## src/rtl/axi_data_gen_sched.sv

```systemverilog
// ---------------------------------------------------------------------------
// axi_data_gen_sched
// Round-robin scheduler that shares one axi_data_gen between N_REQ requesters.
// A grant latches the winner's id and byte length, and the scheduler issues a
// single start/length command to the generator. It then watches the
// generator's AXI-Stream handshake. At the end of the burst it pulses a
// per-requester done, together with any error flag.
//
// Optional feature macro: AXI_GEN_SCHED_TIMEOUT_EN
//   defined   -> RUN is bounded by a watchdog of TIMEOUT_CYC cycles. A burst
//                aborted by the watchdog is reported through o_err_timeout.
//   undefined -> there is no watchdog, and o_err_timeout is constant 0.
// ---------------------------------------------------------------------------
module axi_data_gen_sched #(
    parameter int N_REQ       = 4,
    parameter int LEN_W       = 10,
    parameter int DATA_WIDTH  = 64,
    parameter int TIMEOUT_CYC = 4096
) (
    input  logic                       clk,
    input  logic                       rst_n,
    input  logic [N_REQ-1:0]           i_req,
    input  logic [N_REQ*LEN_W-1:0]     i_len,
    output logic [N_REQ-1:0]           o_grant,
    output logic [N_REQ-1:0]           o_done,
    output logic                       o_gen_start,
    output logic [LEN_W-1:0]           o_gen_length,
    input  logic                       i_gen_valid,
    input  logic                       i_gen_ready,
    input  logic                       i_gen_last,
    output logic                       o_busy,
    output logic [$clog2(N_REQ)-1:0]   o_active_id,
    output logic                       o_err_len,
    output logic                       o_err_timeout
);

    localparam int ID_W   = $clog2(N_REQ);
    localparam int BPB    = DATA_WIDTH / 8;
    localparam int BPB_SH = $clog2(BPB);
    localparam int CNT_W  = LEN_W + 1;

    typedef enum logic [1:0] {
        ST_IDLE,
        ST_START,
        ST_RUN,
        ST_DONE
    } state_t;

    state_t             state_q, state_d;
    logic [ID_W-1:0]    ptr_q;
    logic [ID_W-1:0]    id_q;
    logic [LEN_W-1:0]   len_q;
    logic [CNT_W-1:0]   beat_q;
    logic               err_len_q;

    // Arbitration results (valid only while in IDLE).
    logic [2*N_REQ-1:0] req_dbl;
    logic [N_REQ-1:0]   req_rot;
    logic [ID_W:0]      win_sum;
    logic [ID_W-1:0]    winner;
    logic [LEN_W-1:0]   win_len;
    logic               found;

    // Handshake monitor and length bookkeeping.
    logic               beat_hs;
    logic               last_hs;
    logic [LEN_W:0]     exp_beats;
    logic [CNT_W:0]     beat_inc;
    logic               timeout_hit;
    logic               err_to_flag;

    assign beat_hs   = i_gen_valid & i_gen_ready;
    assign last_hs   = beat_hs & i_gen_last;
    // Ceiling of bytes / bytes-per-beat. The extra bit keeps the carry when len is near full scale.
    assign exp_beats = ({1'b0, len_q} + (LEN_W+1)'(BPB-1)) >> BPB_SH;
    assign beat_inc  = {1'b0, beat_q} + (CNT_W+1)'(1);

    // Round-robin pick: rotate the request vector so ptr sits at bit 0, take the first set bit, then un-rotate.
    always_comb begin
        // NOTE: every variable gets a default before any branch, so no path can leave it unassigned and imply a latch.
        req_dbl = {i_req, i_req};
        req_rot = req_dbl[N_REQ-1:0];
        found   = 1'b0;
        win_sum = '0;
        winner  = '0;
        win_len = '0;
        req_rot = N_REQ'(req_dbl >> ptr_q);
        for (int k = 0; k < N_REQ; k++) begin
            if (!found && req_rot[k]) begin
                found   = 1'b1;
                win_sum = {1'b0, ptr_q} + (ID_W+1)'(k);
            end
        end
        if (win_sum >= (ID_W+1)'(N_REQ)) begin
            win_sum = win_sum - (ID_W+1)'(N_REQ);
        end
        winner = win_sum[ID_W-1:0];
        for (int k = 0; k < N_REQ; k++) begin
            if (ID_W'(k) == winner) begin
                win_len = i_len[k*LEN_W +: LEN_W];
            end
        end
    end

    // FSM state register.
    always_ff @(posedge clk) begin
        // NOTE: state and datapath registers use non-blocking assignments so every flop samples pre-edge values.
        if (!rst_n) begin
            state_q <= ST_IDLE;
        end else begin
            state_q <= state_d;
        end
    end

    // FSM next-state and decoded outputs.
    always_comb begin
        state_d       = state_q;
        o_grant       = '0;
        o_done        = '0;
        o_gen_start   = 1'b0;
        o_busy        = 1'b0;
        o_err_len     = 1'b0;
        o_err_timeout = 1'b0;
        case (state_q)
            ST_IDLE: begin
                if (found) begin
                    state_d = ST_START;
                end
            end
            ST_START: begin
                o_grant[id_q] = 1'b1;
                o_busy        = 1'b1;
                // A zero-length request never reaches the generator.
                o_gen_start   = (len_q != '0);
                state_d       = (len_q == '0) ? ST_DONE : ST_RUN;
            end
            ST_RUN: begin
                o_busy = 1'b1;
                if (last_hs) begin
                    state_d = ST_DONE;
                end else if (timeout_hit) begin
                    state_d = ST_DONE;
                end
            end
            ST_DONE: begin
                o_done[id_q]  = 1'b1;
                o_busy        = 1'b1;
                o_err_len     = err_len_q;
                o_err_timeout = err_to_flag;
                state_d       = ST_IDLE;
            end
            default: state_d = ST_IDLE;
        endcase
    end

    // Burst context: winner latch, beat counting, length check and pointer advance.
    always_ff @(posedge clk) begin
        // NOTE: the reset is synchronous and clears every register. This block has no storage array to exempt.
        if (!rst_n) begin
            ptr_q     <= '0;
            id_q      <= '0;
            len_q     <= '0;
            beat_q    <= '0;
            err_len_q <= 1'b0;
        end else begin
            case (state_q)
                ST_IDLE: begin
                    if (found) begin
                        id_q  <= winner;
                        len_q <= win_len;
                    end
                end
                ST_START: begin
                    beat_q    <= '0;
                    err_len_q <= 1'b0;
                end
                ST_RUN: begin
                    // The counter saturates rather than wrapping, so an overlong burst still mismatches.
                    if (beat_hs && (beat_q != '1)) begin
                        beat_q <= beat_inc[CNT_W-1:0];
                    end
                    if (last_hs) begin
                        err_len_q <= (beat_inc != {1'b0, exp_beats});
                    end
                end
                ST_DONE: begin
                    ptr_q <= (id_q == ID_W'(N_REQ-1)) ? '0 : id_q + ID_W'(1);
                end
                default: ;
            endcase
        end
    end

    assign o_gen_length = len_q;
    assign o_active_id  = id_q;

`ifdef AXI_GEN_SCHED_TIMEOUT_EN
    localparam int WD_W = $clog2(TIMEOUT_CYC + 1);

    logic [WD_W-1:0] wd_q;
    logic            err_to_q;

    // The watchdog expires on the RUN cycle that would make the count equal TIMEOUT_CYC.
    assign timeout_hit = ((wd_q + WD_W'(1)) == WD_W'(TIMEOUT_CYC));
    assign err_to_flag = err_to_q;

    // Watchdog counter and timeout flag. A real last beat on the expiry cycle takes priority.
    always_ff @(posedge clk) begin
        if (!rst_n) begin
            wd_q     <= '0;
            err_to_q <= 1'b0;
        end else begin
            case (state_q)
                ST_START: begin
                    wd_q     <= '0;
                    err_to_q <= 1'b0;
                end
                ST_RUN: begin
                    wd_q <= wd_q + WD_W'(1);
                    if (!last_hs && timeout_hit) begin
                        err_to_q <= 1'b1;
                    end
                end
                default: ;
            endcase
        end
    end
`else
    // Keeps the parameter list the same in both builds. The watchdog limit has no effect in this build.
    localparam int unused_timeout_cyc = TIMEOUT_CYC;

    assign timeout_hit = 1'b0;
    assign err_to_flag = 1'b0;
`endif

endmodule
```

## config.mk

```make
export PLATFORM = sky130hd
export DESIGN_NAME = axi_data_gen_sched
export DESIGN_NICKNAME = d
export VERILOG_FILES = /design/src/rtl/axi_data_gen_sched.sv
export SDC_FILE = /design/constraint.sdc
export NUM_CORES = 1
export LEC_CHECK = 0
export CAP_MARGIN = 25
export CORE_ASPECT_RATIO = 1.5
export CORE_MARGIN = 2
export CORE_UTILIZATION = 46
export CTS_CLUSTER_DIAMETER = 40
export DETAILED_ROUTE_END_ITERATION = 7
export PLACE_DENSITY = 0.93
export SKIP_LAST_GASP = 1
export SLEW_MARGIN = 20
export SYNTH_ARGS = -nofsm -noshare
export SYNTH_HDL_FRONTEND = slang
export SYNTH_SLANG_ARGS = --single-unit
```

## constraint.sdc

```tcl
create_clock -name clk -period 2.2 [get_ports clk]
set_input_delay 0.44 -clock clk [delete_from_list [all_inputs] [get_ports clk]]
set_output_delay 0.44 -clock clk [all_outputs]
set_load 0.05 [all_outputs]
```

# After elaboration in Yosys (flattened, before gate mapping)
# Cells that the tools add are included.
# classes
n_addsub	7
magnitude_cmp	3
eq_ne	12
n_shift	1
mux	29
bitwise	2
n_reduce_logical	18
# op_table
op	count
two-way mux 10 bit	4
case mux 11 bit (2 select lines)	1
adder 11 x 1 -> 12 bit (second input constant)	1
!= test 12 x 8 -> 1 bit	1
adder 10 x 3 -> 11 bit (second input constant)	1
two-way mux 11 bit	1
!= test 11 bit (second input constant)	1
logical NOT 10 bit	1
two-way mux 1 bit	10
two-way mux 2 bit	5
nonzero test 10 bit	1
two-way mux 3 bit	3
two-way mux 4 bit	2
case mux 2 bit (4 select lines)	1
AND reduction 2 bit	4
>> shifter 8 x 2 -> 4 bit	1
adder 2 x 2 -> 3 bit (second input constant)	2
== test 2 bit (second input constant)	3
!= test 2 bit (second input constant)	3
logical AND 1 bit	5
== test 2 bit (first input constant)	2
logical NOT 2 bit	2
adder 2 x 1 -> 3 bit (second input constant)	1
>= comparator 3 bit (second input constant)	1
12 further kinds	15
# word_totals
ff_bits	28
inputBits	49
word_cells	78

# Logic depth before layout (Yosys ltp)
# Gate-level depths: netlist of the first run.
# depth
word_depth	18
ltp_mapped	8
depth_no_buf	7

# Worst setup path before layout of the first run
# Ideal clock, no wire load.
# synth_path
path_type	register -> output
startpoint	reg len_q[0], in the netlist o_gen_length[0]
endpoint	out o_gen_start
arrival_ns	1.803
required_ns	1.760
slack_ns	-0.043
path_stages_with_launch	3
path_buffers	0
cell_sequence	dfxtp_1 nor3_1 a31oi_1
# synth_via
elab_chain_len	2
# synth_rtl
element	line	rtl
start, declared	52	logic [LEN_W-1:0] len_q;
start signal, assigned	170	len_q <= win_len;
nonzero test 10 bit	134	o_gen_start = (len_q != '0);
two-way mux 1 bit	124	case (state_q)
end, declared	26	output logic o_gen_start,
# Every way passes these cells.

# Worst setup path after layout of the first run
# layout_path
startpoint	reg len_q[8], in the netlist o_gen_length[8]
endpoint	out o_gen_length[8]
# layout_lines
element	line	rtl
end, declared	27	output logic [LEN_W-1:0] o_gen_length,
# No word-level cell between the ends.

==> results of run 1 <==
## timing repair
item	in CTS	in global routing
endpoints found under the hold margin	0	0
resized for setup	0	2
setup buffers	0	0
endpoints found under the setup margin	0	8
## layer usage
layer	share of wire, %	up-vias	wire (um)
li1	-	1040	-
met1	36	1014	2045
met2	57	75	3238
met3	4.9	12	277
met4	1.4	0	80
met5	0	-	0
## worst min-delay path: stages (launching register included)
cell and delay (ns):
dfxtp_1 0.32, nand2_1 0.05, nand2_1 0.05, nand2_1 0.06, a31oi_1 0.04
## placed cells by master, fill, tap and decap left out, drive strengths merged, types with 2 or more instances in the layout
master,instances
and3,3
or3,4
a22o,10
nand4,4
nor3,4
nand3,5
o22ai,3
nand2b,2
a31oi,4
buf,18
nand2,10
o21ai,11
clkbuf,4
mux2i,33
clkdlybuf4s50,60
and2,12
or3b,2
xnor2,9
inv,12
ha,10
a211o,2
nor2b,4
dfxtp,28
xor2,5
a21oi,16
or4,2
nor4,3
nor2,25
and4,4
## metrics by stage
stage / worst slack, ns / hold WS (ns) / power [W] / utilization [%]
global route: -0.01128 / 0.5824 / 0.002685 / 65.94
floorplan: 0.2430 / 0.4897 / 0.001692 / -
CTS: 0.04210 / 0.5436 / 0.002547 / 65.74
detailed placement: -0.09957 / 0.5271 / 0.002217 / 64.51
global placement: 0.02520 / 0.5133 / 0.002154 / 64.51
finish: 0.08649 / 0.5511 / 0.002565 / 65.94
## synth_stat cells, types with 2 or more instances
master / number / share of area [%]
nor2_1: 25 / 4.5
nor2b_1: 4 / 1.2
and3_1: 2 / 0.60
a211o_1: 2 / 0.83
nand3_1: 5 / 1.2
a22o_1: 10 / 4.2
or3_1: 4 / 1.2
buf_2: 4 / 0.95
mux2i_1: 33 / 16
nor4_1: 3 / 0.89
o22ai_1: 3 / 0.89
dfxtp_1: 28 / 27
and4_1: 3 / 1.3
inv_1: 12 / 2.1
a31oi_1: 4 / 1.2
or3b_1: 2 / 0.83
nand2b_1: 2 / 0.60
and2_1: 12 / 3.6
buf_4: 2 / 0.71
xor2_1: 5 / 2.1
a21oi_1: 16 / 3.8
o21ai_0: 11 / 2.6
nor3_1: 3 / 0.71
ha_1: 10 / 6.0
xnor2_1: 9 / 3.8
clkbuf_1: 2 / 0.36
nand4_1: 4 / 1.2
nand2_1: 10 / 1.8
or4_1: 2 / 0.71
## state kept, by name, summed over array words and instances, names as in the netlist
| signal | count |
|---|---|
| beat_q | 11 |
| o_active_id | 2 |
| err_len_q | 1 |
| o_gen_length | 10 |
| state_q | 2 |
| ptr_q | 2 |
## cell families (layout without fill, tap and decap cells)
| group | Yosys count | after routing | share of synthesized area (%) |
|---|---|---|---|
| simple gates | 86 | 86 | 22.53 |
| fa+ha+maj | 10 | 10 | 5.959 |
| compound gates | 53 | 53 | 17.22 |
| mux | 33 | 33 | 15.73 |
| flops | 28 | 28 | 26.70 |
| other cells | 1 | 1 | 0.1786 |
| buf+inv | 23 | 95 | 4.767 |
| xor+xnor | 15 | 15 | 6.913 |
## where the power goes
group          internal, W  switching (W)
combinational     0.000608       0.000890
clock             0.000161       0.000169
sequential        0.000600       0.000137
## area by class of cell
cell class                 instances  area, um^2  area share (%)
clock buffer                       4       55.05           1.869
inverter                          13       48.80           1.657
multi-input combinational        198        1460           49.58
sequential                        28       560.5           19.03
tap                               48       60.06           2.039
timing repair buffer              78       760.7           25.83
## final timing paths
kind,endpoint,cells after the start,from
setup / recovery,o_gen_length[8],1,o_gen_length[8]
hold / removal,err_len_q,4,err_len_q
setup reg to reg,beat_q[5],7,beat_q[0]
hold reg to reg,err_len_q,4,err_len_q
==> flow_metrics.py, run 1 <==
metrics = {
    "critical_path": {
        "start_kind": "flip-flop",
        "r2r_slack_ns": 0.10,
        "worst_setup_path_end_kind": "primary output",
        "cp_top_family": "buffers and inverters",
        "critPathBufInv": 1,
        "crit_path_max_fanout": 8,
        "slowest_stage": "clkdlybuf4s50_1",
        "cp_cell_sequence": "clkdlybuf4s50_1",
        "required_ns": 1.76,
        "arrival_ns": 1.67,
        "path_class": "reg -> out",
        "cp_slowest_stage_delay_ns": 0.88,
    },
    "route": {
        "drt_pass1_iterations": 4,
        "route.detailed.drc": 0,
        "dr.first_iter.drc_count": 27,
        "ant_nets": 0,
        "post_drt_wl_per_cell_um": 15.29,
        "drt-total-wl_um": 5643,
        "vias": 2141,
        "via_per_inst": 5.802,
    },
    "global_routing": {
        "grt_overflow": 0,
        "top_usage_layer": "met2",
        "use_met3_pct": 3.582,
        "grt.total_usage_pct": 22.91,
        "met1_usage_pct": 23.38,
        "grt_pass1_wl_um": 9259,
        "grt_max_degree": 22,
        "antenna_found_initial": 0,
        "grt_pass1_vias": 2166,
        "met2_usage_pct": 44.65,
    },
    "yosys": {
        "synth.ff_latch_count": 28,
        "synth_cells": 249,
        "synth_nets": 308,
        "synth_warnings": 0,
        "yosysSeqAreaShare_pct": 26.70,
        "async_reset_ff_share_pct": 0,
        "syn_area_um2": 2100,
        "synth-edff-count": 0,
        "synth_area_per_cell_um2": 8.432,
        "ys_types": 46,
        "synth_flop_cell": "dfxtp_1",
    },
    "layout": {
        "drive_gt1_share_pct": 9.657,
        "layout.cells.non_filler": 369,
        "n_antenna_cell": 0,
        "n_fill_cell": 324,
        "stdcell_area_um2": 2945,
        "finalNetCount": 381,
        "area_growth_pct": 40.29,
    },
    "sta": {
        "skew_ns": 0.008148,
        "worst_pin_slew_ns": 0.6094,
        "rsz0062_at_grt": "yes",
        "final_hold_viol_count": 0,
        "slew_violations": 0,
        "setup_viol": 0,
        "relSlewSlack_pct": 59.22,
        "post-route-period-util_pct": 96.07,
        "period_needed_ns": 2.114,
        "tns_ns": 0,
        "max_freq_mhz": 473.1,
    },
    "clock_network": {
        "cts_hold_buffers": 0,
        "cts_buffer_depth": 2,
        "clk_pin_slew_ns": 0.10,
        "cts_buffers": 3,
        "h-tree-depth": 1,
        "clkSinkCount": 28,
        "cts_tree": "yes",
        "root_buffer": "clkbuf_8",
        "clock_latency_ns": 0.28,
    },
    "floorplan": {
        "die_w_um": 59.16,
        "core_um2": 4467,
        "dieHeight_um": 86.74,
        "fp-row-count": 30,
        "dieArea_um2": 5132,
        "io_pins": 73,
        "initial_utilization_pct": 47.00,
    },
    "outcome": {
        "status": "finished, final reports clean",
    },
    "hold_path": {
        "hold_path_class": "reg -> reg",
    },
    "power_and_ir_drop": {
        "peakVddDrop_uv": 716.6,
        "p_leak_nw": 1.249,
        "powerDensity_nw_per_um2": 870.8,
    },
    "placed_design": {
        "hpwl_um": 4489,
        "portBuffers": 71,
        "place.gp.congestion": 0.8110,
        "dp_cells": 365,
        "dpl_cell_area_um2": 2882,
    },
    "run": {
        "cap_violations": 0,
    },
}
(Power assumes the default switching activity.)
==> run 2, diff against run 1 <==
REMOVE_ABC_BUFFERS = 1   (was default)
==> run 2 against run 1 <==
Against the previous run: hold slack worse by 0.016 ns; register-to-register slack better by 0.09 ns; die area stayed put; largest cell class unchanged; clock skew is 0.0050 ns lower; via count is 1.8% lower; cell count is 0.27% higher; worst setup slack better by 0.046 ns; fmax is 2.2% higher; highest routed layer unchanged; wire length is 5.8% lower; global-route usage is 1.3 points lower; non-clock buffer count is 1 higher.
==> flow_metrics.py, run 2 (synthesis results as in run 1) <==
metrics = {
    "outcome": {
        "status": "finished, final reports clean",
    },
    "power_and_ir_drop": {
        "sw_frac_of_total_pct": 46.01,
        "p_clk_share_pct": 13.1,
        "peakVddDrop_uv": 595.8,
        "power_w": 0.002524,
        "p_int_w": 0.001362,
        "combPwrFrac_pct": 57.7,
        "net-switching-power_w": 0.001161,
        "powerDensity_nw_per_um2": 854.6,
        "p_seq_share_pct": 29.2,
        "p_leak_nw": 1.253,
    },
    "critical_path": {
        "required_ns": 1.76,
        "cp_cell_sequence": "clkdlybuf4s50_1",
        "worstReg2RegStart": "beat_q[0]",
        "start_kind": "flip-flop",
        "rr_worst_depth": 6,
        "critPathBufInv": 1,
        "cp_slowest_stage_delay_ns": 0.87,
        "crit_path_max_fanout": 8,
        "slowest_stage": "clkdlybuf4s50_1",
        "regToRegEndpoint": "beat_q[8]",
        "arrival_ns": 1.63,
        "cp_top_family": "buffers and inverters",
        "worst_setup_path_end_kind": "primary output",
        "r2r_slack_ns": 0.19,
        "path_class": "reg -> out",
    },
    "clock_network": {
        "cts_setup_buffers": 0,
        "cts_tree": "yes",
        "root_buffer": "clkbuf_8",
        "h-tree-depth": 1,
        "clkSinkCount": 28,
        "clock_latency_ns": 0.28,
        "cts_hold_buffers": 0,
        "cts_buffers": 3,
        "cts_buffer_depth": 2,
        "clk_pin_slew_ns": 0.10,
    },
    "layout": {
        "final_common_cell": "clkdlybuf4s50_1",
        "largest_reg_flops": 11,
        "n_antenna_cell": 0,
        "area_growth_pct": 40.64,
        "largest_register": "beat_q",
        "final_cell_mix": "clkdlybuf4s50_1, mux2i_1, dfxtp_1",
        "finalNetCount": 382,
        "drive_gt1_share_pct": 9.627,
    },
    "sta": {
        "max_freq_mhz": 483.7,
        "skew_ns": 0.003134,
        "relSlewSlack_pct": 54.93,
        "period_needed_ns": 2.067,
        "setup_viol": 0,
        "final_hold_viol_count": 0,
        "worst_pin_slew_ns": 0.6736,
        "slew_violations": 0,
        "tns_ns": 0,
        "post-route-period-util_pct": 93.97,
        "rsz0062_at_grt": "no",
    },
    "route": {
        "ant_nets": 0,
        "vias": 2102,
        "dr.first_iter.drc_count": 27,
        "drt_pass1_iterations": 4,
        "via_per_inst": 5.681,
        "post_drt_wl_per_cell_um": 14.36,
        "drt-total-wl_um": 5313,
        "route.detailed.drc": 0,
    },
    "floorplan": {
        "io_pins": 73,
        "initial_utilization_pct": 47.00,
        "fp-row-count": 30,
        "dieHeight_um": 86.74,
        "dieArea_um2": 5132,
        "die_w_um": 59.16,
        "core_um2": 4467,
    },
    "global_routing": {
        "use_met3_pct": 3.731,
        "met1_usage_pct": 21.77,
        "grt.total_usage_pct": 21.63,
        "antenna_found_initial": 0,
        "met2_usage_pct": 41.52,
        "grt_overflow": 0,
        "grt_pass1_wl_um": 8721,
        "grt_pass1_vias": 2109,
        "grt_max_degree": 22,
        "top_usage_layer": "met2",
    },
    "placed_design": {
        "portBuffers": 71,
        "place.gp.congestion": 0.8492,
        "hpwl_um": 4238,
    },
    "hold_path": {
        "hold_path_class": "reg -> reg",
        "hold_path_end": "beat_q[10]",
        "min_path_cells": 2,
        "min-delay-start": "beat_q[10]",
    },
    "run": {
        "cap_violations": 0,
    },
}
[run 2: cell types whose count changed in the layout (fill, tap and decap cells not counted)]
cell     previous run  this run
dfxtp_1            28        27
xnor2_1             8         9
a31oi_1             3         4
dfxtp_2             0         1
a31oi_2             1         0
buf_12              2         3
xnor2_2             1         0
[run 2: worst max path at each step]
stage,slack [ns],from,end,cells after the start
2_1_floorplan,-0.62,i_req[0],o_gen_length[9],6
3_3_place_gp,0.05,i_req[0],o_gen_length[2],8
3_5_place_dp,-0.09,i_req[0],o_gen_length[9],8
4_1_cts,0.07,beat_q[0],beat_q[9],7
5_1_grt,0.05,beat_q[0],beat_q[8],6
6_report,0.13,o_gen_length[8],o_gen_length[8],1
[run 2: final cells by class]
type / instances / area [um^2]
inverters: 13 / 48.80
clock buffers: 4 / 55.05
fillers: 331 / 1514
well taps: 48 / 60.06
multi-input cells: 198 / 1446
flip-flops and latches: 28 / 561.8
repair buffers: 79 / 780.7
[run 2: what timing repair did]
item / 4_1_cts / 5_1_grt
gates resized for setup: 0 / 2
endpoints found under the setup margin: 0 / 8
hold endpoints to repair: 0 / 0
[run 2: tightest hold or removal path, delay by kind of cell (launching register included)]
family | cells | cell delay (ns)
AND/OR/NAND/NOR | 1 | 0.04
AO/OA/AOI/OAI | 1 | 0.12
flip-flops | 1 | 0.34
[run 2: metrics by stage]
stage / area (um^2) / setup WS, ns / util (%) / std cells / hold slack (ns)
global route: 2953 / 0.05238 / 66.11 / 370 / 0.5545
floorplan: 2048 / -0.6217 / - / 239 / 0.4897
global placement: 2895 / 0.04863 / 64.82 / 366 / 0.5100
detailed placement: 2895 / -0.08810 / 64.82 / 366 / 0.5170
finish: 2953 / 0.1326 / 66.11 / 370 / 0.5355
CTS: 2950 / 0.06840 / 66.05 / 370 / 0.5359
[run 2: power groups by stage]
stage	Combinational, W	Clock [W]	Sequential [W]
floorplan	0.000706	0	0.000960
CTS	0.00146	0.000334	0.000735
detailed placement	0.00145	0	0.000746
finish	0.00146	0.000330	0.000737
global placement	0.00141	0	0.000740
global route	0.00155	0.000351	0.000750
[run 2: layer usage]
layer  up-vias  part of all wire, %  wire length [um]
li1       1043                    -                 -
met1       986                   36              1901
met2        59                   58              3073
met3        14                  4.2               222
met4         0                  2.2               116
met5         -                    0                 0
==> edit, RTL diff (flow settings as in run 2) <==
`DATA_WIDTH`: 64 -> 256.
--- a/src/rtl/axi_data_gen_sched.sv
+++ b/src/rtl/axi_data_gen_sched.sv
@@ -14,7 +14,7 @@
 module axi_data_gen_sched #(
     parameter int N_REQ       = 4,
     parameter int LEN_W       = 10,
-    parameter int DATA_WIDTH  = 64,
+    parameter int DATA_WIDTH  = 256,
     parameter int TIMEOUT_CYC = 4096
 ) (
     input  logic                       clk,
Check against the original RTL: not equivalent (Yosys sat finds a counterexample within 4 cycles, from zero or initial values and one cycle with rst_n low).
==> edit against run 2 <==
  * The run now ends with design-rule violations, negative setup slack left
  * Sequential power is 1% lower
  * Largest cell class unchanged
  * Sequential cell count stayed put
  * Wire length is 1.6% higher
  * Cell area is 1.6% higher
  * First-iteration DRC count is 59% higher
  * Count of clock-buffer cells in the layout stayed put
  * Setup slack worse by 0.23 ns
  * Global-route usage is 0.24 points higher
  * Synthesized area is 1.4% lower
  * Highest routed layer unchanged
  * Power is 6.0% higher
==> edit: results (changes against run 2) <==
vdd_ir_drop_max_mv: 0.581  # was 0.596 mV
finClkSkew_ns: 0.00311  # was 0.00313 ns
worst_slack_ns: -0.0945  # was 0.133 ns
crit_path_max_incr_delay_ns: 0.53  # was 0.87 ns
drive_above_1_share_pct: 13.7  # was 9.63%
grt_pass1_wl_mm: 8.96  # was 8.72 mm
grt_start_max_net_pins: 20  # was 22
setup_violations: 1  # was 0
ys_types: 51  # was 46
drt_iter0_drc: 43  # was 27
status: "finished, violations left"  # was finished clean
crit_slowest_cell: "or4_4"  # was clkdlybuf4s50_1
cp_top_family: "simple AND/OR/NAND/NOR gates"  # was buffers and inverters
synth_seq_area_share_pct: 27.1  # was 26.7%
cp.arrival_ns: 1.85  # was 1.63 ns
vias: 2132  # was 2102
pre_cts_slack_ns: -0.0684  # was -0.0881 ns
cts-resized-gates: 3  # was 0
cp_max_fo: 3  # was 8
p_clk_share_pct: 12.4  # was 13.1%
maxSlewHeadroom_pct: 65.5  # was 54.9%
finish.net_count: 395  # was 382
post_cts_buffers: 1  # was 0
power_leakage_nw: 1.29  # was 1.25 nW
track_usage_pct: 21.9  # was 21.6%
p_seq_share_pct: 27.1  # was 29.2%
post-route-drc-count: 1  # was 0
synth_common_cells: "28 x dfxtp_1, 26 x nand2_1, 23 x mux2i_1, 13 x and2_1, 12 x inv_1"  # was 33 x mux2i_1, 28 x dfxtp_1, 25 x nor2_1, 16 x a21oi_1
violations: "design-rule violations, negative setup slack"
[edit: changes by cell type in the layout (fill, tap and decap cells not counted), sizes merged, moves of 3 or more]
cell / delta
mux2i: -10
o221ai: +10
a21boi: +9
or3: +3
buf: +11
a22o: -10
nor2b: +5
a21oi: -6
nor2: -14
xor2: -4
nand2: +16
and3: +4
[edit: cells by family (layout without fill, tap and decap cells)]
kind of cell,after synthesis,in the layout,share of synthesized area [%]
and+or+nand+nor,100,100,26.3
AOI/OAI and AO/OA,58,58,19.5
DFF,28,28,27.1
buffers and inverters,27,106,5.86
muxes,24,24,11.7
adders and majority gates,10,10,6.05
xor gates and xnor gates,8,8,3.39
other,1,1,0.181
[edit: path summary, 6_finish.rpt]
check | start | endpoint | slack (ns) | cells after the start
setup reg to reg | o_gen_length[0] | err_len_q | 0.03 | 7
setup / recovery | o_gen_length[0] | o_gen_start | -0.09 | 5
hold / removal | o_gen_length[0] | o_gen_length[0] | 0.50 | 2
hold reg to reg | o_gen_length[0] | o_gen_length[0] | 0.50 | 2
[edit: area by class of cell]
type                            count  area [um^2]
Clock buffer                        4         55.1
Fill cell                         304         1280
Inverter                           12         45.0
Multi-Input combinational cell    201         1410
Sequential cell                    28          562
Tap cell                           46         57.6
Timing Repair Buffer               90          867
[edit: through the flow]
step	total power [mW]	setup TNS, ns	cells	instance area (um^2)
floorplan	1.71	-5.19	241	1990
global placement	2.23	0	376	2910
detailed placement	2.26	-0.365	376	2910
CTS	2.63	-0.0623	381	2990
global route	2.83	-0.207	381	3000
finish	2.68	-0.0945	381	3000
[edit: routing by layer]
metal  part of all wire (%)  global-route usage [%]  vias to the layer above
met5                      0                       0                        -
met4                    1.9                    8.47                        0
li1                       -                       -                     1075
met2                     54                    41.4                       68
met3                    5.8                    4.07                        7
met1                     39                    22.7                      982
